File: config.mk
export PLATFORM = sky130hd
export DESIGN_NAME = truth_table_sweeper_flat
export DESIGN_NICKNAME = d
export VERILOG_FILES = /design/src/rtl/truth_table_sweeper_if.sv /design/src/rtl/truth_table_sweeper.sv /design/src/flat_wrapper.sv
export SDC_FILE = /design/constraint.sdc
export NUM_CORES = 1
export LEC_CHECK = 0
export ABC_AREA = 1
export CAP_MARGIN = 5
export CORE_ASPECT_RATIO = 1.25
export CORE_MARGIN = 8
export CORE_UTILIZATION = 45
export CTS_CLUSTER_DIAMETER = 50
export DETAILED_ROUTE_END_ITERATION = 10
export PLACE_DENSITY = 0.74
export SKIP_CTS_REPAIR_TIMING = 1
export SLEW_MARGIN = 25
export SYNTH_ARGS = -nofsm -noshare
export SYNTH_HDL_FRONTEND = slang
export SYNTH_SLANG_ARGS = --single-unit
File: constraint.sdc
create_clock -name clk -period 1.68 [get_ports clk]
set_input_delay 0.42 -clock clk [delete_from_list [all_inputs] [get_ports clk]]
set_output_delay 0.42 -clock clk [all_outputs]
set_load 0.005 [all_outputs]
File: src/rtl/truth_table_sweeper_if.sv
// Handshake and gate-facing signals of truth_table_sweeper.
// The master drives start and returns the gate output; the slave (sweeper) drives everything else.
interface truth_table_sweeper_if;
   logic       start;
   logic       out_in;
   logic       a;
   logic       b;
   logic       busy;
   logic       done;
   logic       pass;
   logic [3:0] mismatch;
   logic [7:0] fail_count;

   modport master (output start, out_in,
                   input  a, b, busy, done, pass, mismatch, fail_count);
   modport slave  (input  start, out_in,
                   output a, b, busy, done, pass, mismatch, fail_count);
endinterface

File: src/rtl/truth_table_sweeper.sv
// Drives a 2-input gate through 00,01,10,11, samples it after SETTLE cycles and reports mismatches.
// Optional saturating failed-sweep counter built only when SWEEP_FAIL_COUNT_EN is defined.
module truth_table_sweeper #(
   parameter logic [3:0] EXPECTED = 4'b0110,
   parameter int         SETTLE   = 2
) (
   input  logic                 clk,
   input  logic                 reset,
   truth_table_sweeper_if.slave sw
);
   localparam int         S_EFF    = (SETTLE < 1) ? 1 : SETTLE;
   localparam logic [7:0] CNT_LAST = 8'(S_EFF - 1);

   localparam logic [1:0] IDLE   = 2'd0;
   localparam logic [1:0] DRIVE  = 2'd1;
   localparam logic [1:0] SAMPLE = 2'd2;

   logic [1:0] state;
   logic [1:0] vec;
   logic [1:0] ab;
   logic [7:0] cnt;
   logic       busy_r;
   logic       done_r;
   logic       pass_r;
   logic [3:0] mism_r;

   logic miss_now;
   logic last_sample;
   logic sweep_bad;

   assign miss_now    = sw.out_in ^ EXPECTED[vec];
   assign last_sample = (state == SAMPLE) && (vec == 2'd3);
   // final mask = earlier three bits plus the bit being sampled right now
   assign sweep_bad   = miss_now | (|mism_r[2:0]);

   always_ff @(posedge clk or posedge reset) begin
      if (reset) begin
         state  <= IDLE;
         vec    <= 2'd0;
         ab     <= 2'b00;
         cnt    <= 8'd0;
         busy_r <= 1'b0;
         done_r <= 1'b0;
         pass_r <= 1'b0;
         mism_r <= 4'b0000;
      end else begin
         done_r <= 1'b0;
         case (state)
            IDLE: begin
               if (sw.start) begin
                  state  <= DRIVE;
                  vec    <= 2'd0;
                  ab     <= 2'b00;
                  cnt    <= 8'd0;
                  busy_r <= 1'b1;
                  mism_r <= 4'b0000;
               end
            end
            DRIVE: begin
               cnt <= cnt + 8'd1;
               if (cnt == CNT_LAST) state <= SAMPLE;
            end
            SAMPLE: begin
               mism_r[vec] <= miss_now;
               if (vec != 2'd3) begin
                  vec   <= vec + 2'd1;
                  ab    <= vec + 2'd1;
                  cnt   <= 8'd0;
                  state <= DRIVE;
               end else begin
                  state  <= IDLE;
                  busy_r <= 1'b0;
                  done_r <= 1'b1;
                  ab     <= 2'b00;
                  pass_r <= ~sweep_bad;
               end
            end
            default: state <= IDLE;
         endcase
      end
   end

   assign sw.a        = ab[1];
   assign sw.b        = ab[0];
   assign sw.busy     = busy_r;
   assign sw.done     = done_r;
   assign sw.pass     = pass_r;
   assign sw.mismatch = mism_r;

`ifdef SWEEP_FAIL_COUNT_EN
   logic [7:0] fcnt;

   always_ff @(posedge clk or posedge reset) begin
      if (reset)
         fcnt <= 8'd0;
      else if (last_sample && sweep_bad && (fcnt != 8'hFF))
         fcnt <= fcnt + 8'd1;
   end

   assign sw.fail_count = fcnt;
`else
   assign sw.fail_count = 8'd0;
`endif
endmodule

File: src/flat_wrapper.sv
// flat-port wrapper written by rule: the top's interface ports become plain ports
module truth_table_sweeper_flat 
#(
   parameter logic [3:0] EXPECTED = 4'b0110,
   parameter int         SETTLE   = 2
)
  (clk, reset, sw_start, sw_out_in, sw_a, sw_b, sw_busy, sw_done, sw_pass, sw_mismatch, sw_fail_count);
  truth_table_sweeper_if sw_i ();
  input  logic clk;
  input  logic reset;
  input wire logic [$bits(sw_i.start)-1:0] sw_start;
  input wire logic [$bits(sw_i.out_in)-1:0] sw_out_in;
  output wire logic [$bits(sw_i.a)-1:0] sw_a;
  output wire logic [$bits(sw_i.b)-1:0] sw_b;
  output wire logic [$bits(sw_i.busy)-1:0] sw_busy;
  output wire logic [$bits(sw_i.done)-1:0] sw_done;
  output wire logic [$bits(sw_i.pass)-1:0] sw_pass;
  output wire logic [$bits(sw_i.mismatch)-1:0] sw_mismatch;
  output wire logic [$bits(sw_i.fail_count)-1:0] sw_fail_count;
  assign sw_i.start = sw_start;
  assign sw_i.out_in = sw_out_in;
  assign sw_a = sw_i.a;
  assign sw_b = sw_i.b;
  assign sw_busy = sw_i.busy;
  assign sw_done = sw_i.done;
  assign sw_pass = sw_i.pass;
  assign sw_mismatch = sw_i.mismatch;
  assign sw_fail_count = sw_i.fail_count;
  truth_table_sweeper #(.EXPECTED(EXPECTED), .SETTLE(SETTLE)) u_core (.clk(clk), .reset(reset), .sw(sw_i));
endmodule
==> metrics.txt, run 1 <==
# TYPE chip_impl_metric gauge
chip_impl_metric{name="floorplan.core_area",unit="um2"} 2430
chip_impl_metric{name="netlist_area",unit="um2"} 1150
chip_impl_metric{name="post_route_cells_drive_above_1_share",unit="%"} 8.70
chip_impl_metric{name="finClkSkew",unit="ns"} 0.000944
chip_impl_metric{name="grt_use_total",unit="%"} 10.8
chip_impl_metric{name="drt-initial-drc-count",unit=""} 35
chip_impl_metric{name="path_buf_inv",unit=""} 1
chip_impl_metric{name="worst_ep_arrival_time",unit="ns"} 1.21
chip_impl_metric{name="boundaryPins",unit=""} 21
chip_impl_metric{name="ir_worst_vdd",unit="mV"} 0.437
chip_impl_info{name="critical_path.reg2reg.startpoint",value="u_core.vec[0]"} 1
chip_impl_info{name="timing_worst_setup_path_type",value="reg2out"} 1
chip_impl_metric{name="synth_warnings",unit=""} 0
chip_impl_metric{name="syn_area_per_cell",unit="um2"} 8.07
chip_impl_metric{name="maximum_number_of_pins_on_one_net_before_global_route_repair",unit=""} 22
chip_impl_metric{name="design.die.area",unit="um2"} 4450
chip_impl_metric{name="finish.utilization",unit="%"} 54.8
chip_impl_metric{name="count_of_state_elements_after_synthesis",unit=""} 21
chip_impl_metric{name="final_net_count",unit=""} 173
chip_impl_info{name="root_buffer",value="sky130_fd_sc_hd__clkbuf_4"} 1
chip_impl_metric{name="cts.reportedPaths.clkPinSlew",unit="ns"} 0.11
chip_impl_metric{name="finalWeightedCongestion",unit=""} 0.822
chip_impl_info{name="hold_path_class",value="in2async"} 1
chip_impl_metric{name="drv_slew",unit=""} 0
chip_impl_info{name="end_kind",value="output port"} 1
chip_impl_metric{name="floorplan.rows",unit=""} 20
chip_impl_metric{name="leakagePower",unit="nW"} 0.658
chip_impl_metric{name="combinationalPowerShare",unit="%"} 36.8
chip_impl_metric{name="setup_viol_count_final",unit=""} 0
chip_impl_metric{name="clock_path_buffers",unit=""} 2
chip_impl_metric{name="fmax",unit="MHz"} 613
chip_impl_metric{name="crit_path_max_fanout",unit=""} 3
chip_impl_metric{name="power.density_cell_area",unit="nW/um2"} 1150
chip_impl_metric{name="reg2regPathDepth",unit=""} 5
chip_impl_info{name="worstReg2RegEnd",value="u_core.sw.mismatch[2]"} 1
chip_impl_metric{name="seq_power_share",unit="%"} 47.1
chip_impl_metric{name="timing.critical_path.required",unit="ns"} 1.26
chip_impl_metric{name="route.antenna.remaining_nets",unit=""} 0
chip_impl_metric{name="clock_latency",unit="ns"} 0.31
chip_impl_metric{name="netlist-cell-type-count",unit=""} 21
chip_impl_info{name="outcome",value="finished, final reports clean"} 1
chip_impl_metric{name="p_clk_share",unit="%"} 16.2
chip_impl_metric{name="antenna_cells_inserted",unit=""} 0
chip_impl_metric{name="overflow",unit=""} 0
chip_impl_info{name="clock_tree_from_tritoncts",value="built"} 1
chip_impl_metric{name="wl_per_cell",unit="um"} 11.1
chip_impl_metric{name="port_buffers",unit=""} 12
chip_impl_metric{name="setup_total_negative_slack",unit="ns"} 0
chip_impl_metric{name="power_switching",unit="mW"} 0.607
chip_impl_metric{name="htree_num_levels",unit=""} 1
chip_impl_metric{name="flow.area_growth_from_synthesis",unit="%"} 15.3
chip_impl_metric{name="switching_share",unit="%"} 39.8
chip_impl_metric{name="fin_crit",unit="ns"} 1.63
chip_impl_metric{name="seq_area_frac_synth",unit="%"} 45.6
chip_impl_metric{name="number_of_buffers_inserted_during_clock_tree_synthesis",unit=""} 3
chip_impl_info{name="grt_setup_unrepaired",value="no"} 1
chip_impl_metric{name="ff2ff_setup_slack",unit="ns"} 0.29
chip_impl_metric{name="finalHoldViolations",unit=""} 0
chip_impl_metric{name="floorplan.initialDensity",unit="%"} 47.5
chip_impl_metric{name="antenna_found_initial",unit=""} 0
chip_impl_metric{name="clkSinkCount",unit=""} 21
chip_impl_info{name="crit_path_start_kind",value="flop"} 1
chip_impl_metric{name="dr.pass1.iters",unit=""} 4
chip_impl_info{name="cp_cell_sequence",value="clkdlybuf4s50_1"} 1
chip_impl_metric{name="die_x",unit="um"} 61.3
chip_impl_metric{name="routed_via_density",unit=""} 4.94
chip_impl_metric{name="place_hpwl",unit="um"} 1710
chip_impl_metric{name="grt_pass1_vias",unit=""} 911
chip_impl_info{name="top_cell_family_by_delay_on_the_critical_path",value="buffers and inverters"} 1
chip_impl_metric{name="global_route_wire_length_before_repair",unit="um"} 3760
chip_impl_metric{name="drc",unit=""} 0
chip_impl_metric{name="dieHeight",unit="um"} 72.6
chip_impl_metric{name="post_synth_inst_count",unit=""} 143
chip_impl_metric{name="vias",unit=""} 959
chip_impl_metric{name="slowest_stage_delay_on_critical_path",unit="ns"} 0.51
chip_impl_metric{name="routed_wl",unit="um"} 2160
chip_impl_metric{name="drv_cap",unit=""} 0
chip_impl_info{name="worst_path_max_delay_cell",value="sky130_fd_sc_hd__clkdlybuf4s50_1"} 1
chip_impl_metric{name="p_int",unit="mW"} 0.917
chip_impl_metric{name="final.period_utilization",unit="%"} 97.1
through the flow:
| stage | instance area (um2) | hold slack (ns) | power, mW | instances | setup WS, ns |
|---|---|---|---|---|---|
| floorplan | 1180 | 0.397 | 1.10 | 150 | 0.459 |
| global placement | 1290 | 0.456 | 1.25 | 188 | 0.117 |
| detailed placement | 1290 | 0.465 | 1.28 | 188 | 0.0882 |
| CTS | 1320 | 0.437 | 1.52 | 192 | 0.0456 |
| global route | 1330 | 0.456 | 1.66 | 194 | 0.00252 |
| finish | 1330 | 0.430 | 1.52 | 194 | 0.0493 |
power groups by stage:
stage                     clock, mW  sequential (mW)  combinational (mW)
after floorplan                   0            0.710               0.393
after global placement            0            0.719               0.536
after detailed placement          0            0.730               0.549
after CTS                     0.252            0.718               0.552
after global routing          0.283            0.735               0.643
final                         0.246            0.718               0.560
worst max path at each step:
stage | from | endpoint | slack (ns) | cells after the start
6_report | u_core.sw.mismatch[0] | sw_mismatch[0] | 0.05 | 1
5_1_grt | u_core.sw.mismatch[0] | sw_mismatch[0] | 0.003 | 1
4_1_cts | u_core.sw.mismatch[0] | sw_mismatch[0] | 0.05 | 1
3_5_place_dp | sw_start | u_core.sw.mismatch[3] | 0.09 | 4
3_3_place_gp | sw_start | u_core.sw.mismatch[3] | 0.12 | 4
2_1_floorplan | u_core.vec[0] | u_core.sw.mismatch[2] | 0.46 | 5
sequential cells by signal, summed over array words and instances (netlist names):
register and cells:
u_core.cnt 8, u_core.sw.done 1, u_core.ab 2, u_core.sw.pass 1, u_core.sw.mismatch 4, u_core.vec 2, u_core.sw.busy 1, u_core.state 2
synth_stat cells, drive strengths merged:
| library cell | instances | area (um2) |
|---|---|---|
| buf | 8 | 60.1 |
| o21ai | 16 | 87.6 |
| nand3 | 13 | 70.1 |
| nand4 | 1 | 6.26 |
| nor2 | 9 | 43.8 |
| xor2 | 1 | 8.76 |
| o211ai | 1 | 7.51 |
| inv | 17 | 63.8 |
| a21o | 1 | 7.51 |
| nand2 | 43 | 161 |
| dfrtp | 21 | 526 |
| nor3 | 3 | 15.0 |
| conb | 1 | 3.75 |
| a21oi | 1 | 5.00 |
| ha | 7 | 87.6 |
cells in the final DEF (no fill, tap or decap):
master / count
sky130_fd_sc_hd__nand2_1: 43
sky130_fd_sc_hd__dfrtp_1: 21
sky130_fd_sc_hd__inv_1: 14
sky130_fd_sc_hd__o21ai_0: 13
sky130_fd_sc_hd__nand3_1: 12
sky130_fd_sc_hd__clkdlybuf4s50_1: 12
sky130_fd_sc_hd__conb_1: 8
sky130_fd_sc_hd__nor2_1: 7
sky130_fd_sc_hd__ha_1: 7
sky130_fd_sc_hd__inv_2: 3
sky130_fd_sc_hd__nor3_1: 3
sky130_fd_sc_hd__clkbuf_4: 3
sky130_fd_sc_hd__buf_4: 3
sky130_fd_sc_hd__o21ai_2: 2
sky130_fd_sc_hd__nand4_1: 1
sky130_fd_sc_hd__nor2_4: 1
sky130_fd_sc_hd__nand3_2: 1
sky130_fd_sc_hd__a21o_1: 1
sky130_fd_sc_hd__xor2_1: 1
sky130_fd_sc_hd__nor2_2: 1
sky130_fd_sc_hd__o211ai_1: 1
sky130_fd_sc_hd__o21ai_1: 1
sky130_fd_sc_hd__a21oi_1: 1
sky130_fd_sc_hd__clkbuf_1: 1
cells by family (layout without fill, tap and decap cells):
group	Yosys count	in the layout	synth area share, %
AND/OR/NAND/NOR	69	69	25.7
AO/OA/AOI/OAI	19	19	9.33
XOR/XNOR	1	1	0.759
adder cells (fa/ha/maj)	7	7	7.59
buffers and inverters	25	36	10.7
flip-flops	21	21	45.6
other	1	8	0.325
final cells by class:
class | instances | area [um2]
Fill cell | 242 | 1100
Clock buffer | 4 | 26.3
Multi-Input combinational cell | 104 | 531
Tap cell | 33 | 41.3
Sequential cell | 21 | 526
Timing Repair Buffer | 15 | 143
Inverter | 17 | 63.8
layer usage:
metal  GRT usage (%)  share of wire (%)  wire (um)  up-vias
met1            11.9                 38        830      449
met5               0                  0          0        -
met3            2.47                7.1        154        6
met2            17.9                 52       1130       29
met4            6.23                1.9         42        0
li1                -                  -          -      475
Power figures use the tool's default switching activity.
==> run 2, diff against run 1 <==
- CAP_MARGIN: 5 -> unset
- CORE_MARGIN: 8 -> unset
- TNS_END_PERCENT: unset -> 50
==> metrics.txt, run 2 (same netlist as run 1, synthesis figures left out) <==
# TYPE chip_impl_metric gauge
chip_impl_metric{name="timing.critical_path.required",unit="ns"} 1.26
chip_impl_metric{name="wl_per_cell",unit="um"} 10.8
chip_impl_metric{name="maximum_number_of_pins_on_one_net_before_global_route_repair",unit=""} 22
chip_impl_metric{name="fmax",unit="MHz"} 618
chip_impl_metric{name="final.period_utilization",unit="%"} 96.4
chip_impl_metric{name="finalHoldViolations",unit=""} 0
chip_impl_metric{name="overflow",unit=""} 0
chip_impl_metric{name="area_of_all_placed_cells_without_fillers",unit="um2"} 1320
chip_impl_info{name="crit_path_start_kind",value="flop"} 1
chip_impl_metric{name="floorplan.rows",unit=""} 20
chip_impl_metric{name="die_x",unit="um"} 47.3
chip_impl_metric{name="floorplan.initialDensity",unit="%"} 47.5
chip_impl_metric{name="boundaryPins",unit=""} 21
chip_impl_metric{name="final_total_power",unit="mW"} 1.52
chip_impl_metric{name="ff2ff_setup_slack",unit="ns"} 0.28
chip_impl_metric{name="ir_worst_vdd",unit="mV"} 0.658
chip_impl_info{name="registers.top_by_ff_count",value="u_core.cnt"} 1
chip_impl_metric{name="flow.area_growth_from_synthesis",unit="%"} 14.6
chip_impl_metric{name="drv_slew",unit=""} 0
chip_impl_metric{name="clock_path_buffers",unit=""} 2
chip_impl_metric{name="routed_via_density",unit=""} 4.98
chip_impl_info{name="cp_cell_sequence",value="clkdlybuf4s50_1"} 1
chip_impl_metric{name="leakagePower",unit="nW"} 0.653
chip_impl_metric{name="placed_area",unit="um2"} 1290
chip_impl_metric{name="dr.pass1.iters",unit=""} 4
chip_impl_metric{name="clkSinkCount",unit=""} 21
chip_impl_metric{name="post_route_cells_drive_above_1_share",unit="%"} 8.13
chip_impl_metric{name="setup_total_negative_slack",unit="ns"} 0
chip_impl_metric{name="slowest_stage_delay_on_critical_path",unit="ns"} 0.51
chip_impl_info{name="worst_path_max_delay_cell",value="sky130_fd_sc_hd__clkdlybuf4s50_1"} 1
chip_impl_info{name="hold_path_class",value="in2async"} 1
chip_impl_metric{name="finalWorstSetupSlack",unit="ns"} 0.0608
chip_impl_metric{name="drc",unit=""} 0
chip_impl_metric{name="htree_num_levels",unit=""} 1
chip_impl_metric{name="ff_latch_area",unit="um2"} 526
chip_impl_info{name="critical_path.reg2reg.startpoint",value="u_core.vec[0]"} 1
chip_impl_metric{name="grt_use_total",unit="%"} 17.3
chip_impl_metric{name="clock_latency",unit="ns"} 0.30
chip_impl_info{name="root_buffer",value="sky130_fd_sc_hd__clkbuf_4"} 1
chip_impl_metric{name="routed_wl",unit="um"} 2080
chip_impl_metric{name="grt_pass1_vias",unit=""} 898
chip_impl_metric{name="crit_path_max_fanout",unit=""} 3
chip_impl_info{name="top_cell_family_by_delay_on_the_critical_path",value="buffers and inverters"} 1
chip_impl_metric{name="floorplan.core_area",unit="um2"} 2430
chip_impl_metric{name="design.die.area",unit="um2"} 2770
chip_impl_metric{name="port_buffers",unit=""} 12
chip_impl_metric{name="cts.reportedPaths.clkPinSlew",unit="ns"} 0.12
chip_impl_metric{name="reg2regPathDepth",unit=""} 5
chip_impl_metric{name="power.density_cell_area",unit="nW/um2"} 1150
chip_impl_metric{name="place_hpwl",unit="um"} 1610
chip_impl_info{name="highest_count_cells_in_the_layout_ignoring_fill_and_taps",value="sky130_fd_sc_hd__nand2_1, sky130_fd_sc_hd__dfrtp_1, sky130_fd_sc_hd__inv_1"} 1
chip_impl_info{name="timing_worst_setup_path_type",value="reg2out"} 1
chip_impl_metric{name="drt-initial-drc-count",unit=""} 29
chip_impl_metric{name="path_buf_inv",unit=""} 1
chip_impl_metric{name="finClkSkew",unit="ns"} 0.00562
chip_impl_metric{name="vias",unit=""} 962
chip_impl_info{name="outcome",value="finished, final reports clean"} 1
chip_impl_metric{name="largest_reg_flops",unit=""} 8
chip_impl_info{name="clock_tree_from_tritoncts",value="built"} 1
chip_impl_metric{name="multiInputGateArea",unit="um2"} 531
chip_impl_metric{name="antenna_cells_inserted",unit=""} 0
chip_impl_info{name="end_kind",value="output port"} 1
chip_impl_metric{name="finalWeightedCongestion",unit=""} 0.798
chip_impl_info{name="worstReg2RegEnd",value="u_core.sw.mismatch[2]"} 1
chip_impl_metric{name="global_route_wire_length_before_repair",unit="um"} 3530
chip_impl_metric{name="nFillCells",unit=""} 240
chip_impl_metric{name="dieHeight",unit="um"} 58.6
chip_impl_info{name="grt_setup_unrepaired",value="no"} 1
chip_impl_info{name="layout.cells.most_common",value="sky130_fd_sc_hd__nand2_1"} 1
chip_impl_metric{name="final_net_count",unit=""} 172
chip_impl_metric{name="worst_ep_arrival_time",unit="ns"} 1.20
chip_impl_metric{name="place_worst_setup_slack",unit="ns"} 0.108
chip_impl_metric{name="number_of_buffers_inserted_during_clock_tree_synthesis",unit=""} 3
chip_impl_metric{name="antenna_found_initial",unit=""} 0
chip_impl_metric{name="fin_crit",unit="ns"} 1.62
chip_impl_metric{name="setup_viol_count_final",unit=""} 0
chip_impl_metric{name="worst_hold_slack",unit="ns"} 0.424
chip_impl_metric{name="drv_cap",unit=""} 0
chip_impl_metric{name="route.antenna.remaining_nets",unit=""} 0
==> run 2: changes by cell type in the layout (fill, tap and decap cells not counted) <==
cell,before,now
sky130_fd_sc_hd__buf_4,3,2
==> run 2: how the worst max path moves through the flow <==
stage	cells past startpoint	start	slack, ns	to
after floorplan	5	u_core.vec[0]	0.46	u_core.sw.mismatch[2]
after global placement	4	sw_start	0.13	u_core.sw.mismatch[3]
after detailed placement	4	sw_start	0.11	u_core.sw.mismatch[3]
after CTS	1	u_core.sw.mismatch[0]	0.05	sw_mismatch[0]
after global routing	1	u_core.sw.mismatch[0]	0.006	sw_mismatch[0]
final	1	u_core.sw.mismatch[0]	0.06	sw_mismatch[0]
==> run 2: layout make-up <==
type / instances / share of cell area, %
Tap cell: 33 / 3.12
Inverter: 17 / 4.82
Timing Repair Buffer: 14 / 10.2
Multi-Input combinational cell: 104 / 40.1
Clock buffer: 4 / 1.99
Sequential cell: 21 / 39.7
==> run 2: where the power goes <==
group          leakage (nW)  internal (mW)  switching (mW)  total [mW]
clock                0.0150         0.0925           0.151       0.244
sequential            0.280          0.607           0.110       0.717
combinational         0.358          0.208           0.347       0.555
total                 0.653          0.908           0.608        1.52
==> run 2: through the flow <==
stage	utilization [%]	std cells
finish	54.5	193
global placement	53.1	188
floorplan	-	150
detailed placement	53.1	188
global route	54.5	193
CTS	54.2	192
==> run 2: routing by layer <==
metal / GRT usage, % / share of wire (%)
met1: 19.1 / 43
met4: 6.12 / 1.2
met2: 31.7 / 52
met3: 2.76 / 3.1
met5: 0 / 0
==> run 3, diff against run 2 <==
- CORE_UTILIZATION: 45 -> 28
- PLACE_DENSITY: 0.74 -> 0.52
- RECOVER_POWER: unset -> 100
==> metrics.txt, run 3 (same netlist as run 1, synthesis figures left out) <==
# TYPE chip_impl_metric gauge
chip_impl_info{name="outcome",value="finished, final reports clean"} 1
chip_impl_metric{name="seq_power_share",unit="%"} 45.4
chip_impl_metric{name="slowest_stage_delay_on_critical_path",unit="ns"} 0.56
chip_impl_metric{name="finalWeightedCongestion",unit=""} 0.785
chip_impl_metric{name="worst_hold_slack",unit="ns"} 0.477
chip_impl_metric{name="global_route_wire_length_before_repair",unit="um"} 3630
chip_impl_metric{name="maximum_number_of_pins_on_one_net_before_global_route_repair",unit=""} 22
chip_impl_metric{name="ir_worst_vdd",unit="mV"} 0.700
chip_impl_metric{name="antenna_cells_inserted",unit=""} 0
chip_impl_metric{name="finalHoldViolations",unit=""} 0
chip_impl_info{name="crit_path_start_kind",value="flop"} 1
chip_impl_metric{name="route.antenna.remaining_nets",unit=""} 0
chip_impl_metric{name="worst_ep_arrival_time",unit="ns"} 1.17
chip_impl_metric{name="routed_wl",unit="um"} 2240
chip_impl_metric{name="floorplan.core_area",unit="um2"} 3850
chip_impl_metric{name="power.density_cell_area",unit="nW/um2"} 1170
chip_impl_metric{name="grt_pass1_vias",unit=""} 857
chip_impl_metric{name="largest_reg_flops",unit=""} 8
chip_impl_metric{name="htree_num_levels",unit=""} 1
chip_impl_metric{name="number_of_buffers_inserted_during_clock_tree_synthesis",unit=""} 3
chip_impl_metric{name="final.period_utilization",unit="%"} 94.9
chip_impl_metric{name="floorplan.rows",unit=""} 25
chip_impl_info{name="highest_count_cells_in_the_layout_ignoring_fill_and_taps",value="sky130_fd_sc_hd__nand2_1, sky130_fd_sc_hd__dfrtp_1, sky130_fd_sc_hd__inv_1"} 1
chip_impl_metric{name="boundaryPins",unit=""} 21
chip_impl_metric{name="switching_share",unit="%"} 38.3
chip_impl_metric{name="maxSlewHeadroom",unit="%"} 64.6
chip_impl_metric{name="routed_via_density",unit=""} 4.36
chip_impl_metric{name="wl_per_cell",unit="um"} 10.5
chip_impl_metric{name="port_buffers",unit=""} 12
chip_impl_metric{name="die_x",unit="um"} 59.4
chip_impl_metric{name="clkSinkCount",unit=""} 21
chip_impl_metric{name="dieHeight",unit="um"} 73.8
chip_impl_metric{name="crit_path_max_fanout",unit=""} 1
chip_impl_metric{name="combinationalPowerShare",unit="%"} 33.9
chip_impl_info{name="hold_path_class",value="reg2reg"} 1
chip_impl_metric{name="timing.critical_path.required",unit="ns"} 1.26
chip_impl_metric{name="place_hpwl",unit="um"} 1770
chip_impl_metric{name="drt-initial-drc-count",unit=""} 21
chip_impl_metric{name="vias",unit=""} 928
chip_impl_metric{name="power_switching",unit="mW"} 0.608
chip_impl_info{name="top_cell_family_by_delay_on_the_critical_path",value="buffers and inverters"} 1
chip_impl_info{name="timing_worst_setup_path_type",value="reg2out"} 1
chip_impl_metric{name="antenna_found_initial",unit=""} 0
chip_impl_info{name="worst_path_max_delay_cell",value="sky130_fd_sc_hd__dlygate4sd3_1"} 1
chip_impl_metric{name="drv_cap",unit=""} 0
chip_impl_metric{name="overflow",unit=""} 0
chip_impl_metric{name="leakagePower",unit="nW"} 0.657
chip_impl_info{name="grt_setup_unrepaired",value="no"} 1
chip_impl_metric{name="clock_path_buffers",unit=""} 2
chip_impl_metric{name="drc",unit=""} 0
chip_impl_metric{name="fin_crit",unit="ns"} 1.59
chip_impl_metric{name="design.die.area",unit="um2"} 4380
chip_impl_info{name="cp_cell_sequence",value="dlygate4sd3_1"} 1
chip_impl_info{name="clock_tree_from_tritoncts",value="built"} 1
chip_impl_metric{name="fmax",unit="MHz"} 627
chip_impl_metric{name="setup_total_negative_slack",unit="ns"} 0
chip_impl_metric{name="setup_viol_count_final",unit=""} 0
chip_impl_metric{name="drv_slew",unit=""} 0
chip_impl_metric{name="worst_slew_pin_slew",unit="ns"} 0.531
chip_impl_metric{name="dr.pass1.iters",unit=""} 4
chip_impl_metric{name="p_int",unit="mW"} 0.977
chip_impl_metric{name="final_total_power",unit="mW"} 1.59
chip_impl_metric{name="p_clk_share",unit="%"} 20.7
chip_impl_metric{name="flow.area_growth_from_synthesis",unit="%"} 17.0
chip_impl_metric{name="final_net_count",unit=""} 171
chip_impl_metric{name="grt_use_total",unit="%"} 11.4
chip_impl_info{name="registers.top_by_ff_count",value="u_core.cnt"} 1
chip_impl_info{name="root_buffer",value="sky130_fd_sc_hd__clkbuf_8"} 1
chip_impl_metric{name="post_route_cells_drive_above_1_share",unit="%"} 5.66
chip_impl_metric{name="cts.reportedPaths.clkPinSlew",unit="ns"} 0.08
chip_impl_metric{name="path_buf_inv",unit=""} 1
chip_impl_info{name="end_kind",value="output port"} 1
chip_impl_metric{name="finClkSkew",unit="ns"} 0.00377
chip_impl_metric{name="clock_latency",unit="ns"} 0.26
chip_impl_metric{name="floorplan.initialDensity",unit="%"} 30.0
chip_impl_info{name="layout.cells.most_common",value="sky130_fd_sc_hd__nand2_1"} 1
[run 3: power by group through the flow]
stage	logic (mW)	registers [mW]	clock network (mW)
global placement	0.550	0.725	0
finish	0.537	0.720	0.328
detailed placement	0.566	0.728	0
floorplan	0.393	0.710	0
global route	0.631	0.735	0.356
CTS	0.565	0.719	0.345
[run 3: worst min-delay path: stages (launching register included)]
cell                      delay [ns]
sky130_fd_sc_hd__dfrtp_1        0.34
sky130_fd_sc_hd__nand2_1        0.05
sky130_fd_sc_hd__nand2_1        0.05
[run 3: area by class of cell]
class | instances | area, um2
Fill cell | 433 | 2500
Clock buffer | 4 | 45.0
Timing Repair Buffer | 13 | 125
Multi-Input combinational cell | 104 | 523
Tap cell | 54 | 67.6
Sequential cell | 21 | 526
Inverter | 17 | 63.8
[run 3: final timing paths]
| check | startpoint | slack, ns | depth (start not counted) | to |
|---|---|---|---|---|
| max reg2reg | u_core.vec[0] | 0.31 | 5 | u_core.sw.mismatch[3] |
| min in group asynchronous | reset | 0.72 | 3 | u_core.sw.busy |
| max in group asynchronous | reset | 0.60 | 3 | u_core.cnt[3] |
| max | u_core.sw.done | 0.09 | 1 | sw_done |
| min | u_core.ab[1] | 0.48 | 2 | u_core.ab[1] |
| min reg2reg | u_core.ab[1] | 0.48 | 2 | u_core.ab[1] |
[run 3: layer usage]
layer  part of all wire [%]  GRT usage [%]  up-vias
li1                       -              -      471
met1                     42           12.2      433
met2                     52           20.6       19
met3                    3.2           2.11        5
met4                    2.0           6.08        0
met5                      0              0        -
[run 3: stage by stage]
step                instances  util, %  area, um2  setup WS [ns]
finish                    213     35.1       1350         0.0854
CTS                       213     35.3       1360         0.0887
global route              213     35.1       1350         0.0418
global placement          209     34.2       1320         0.0824
detailed placement        209     34.2       1320         0.0893
floorplan                 150        -       1180          0.459
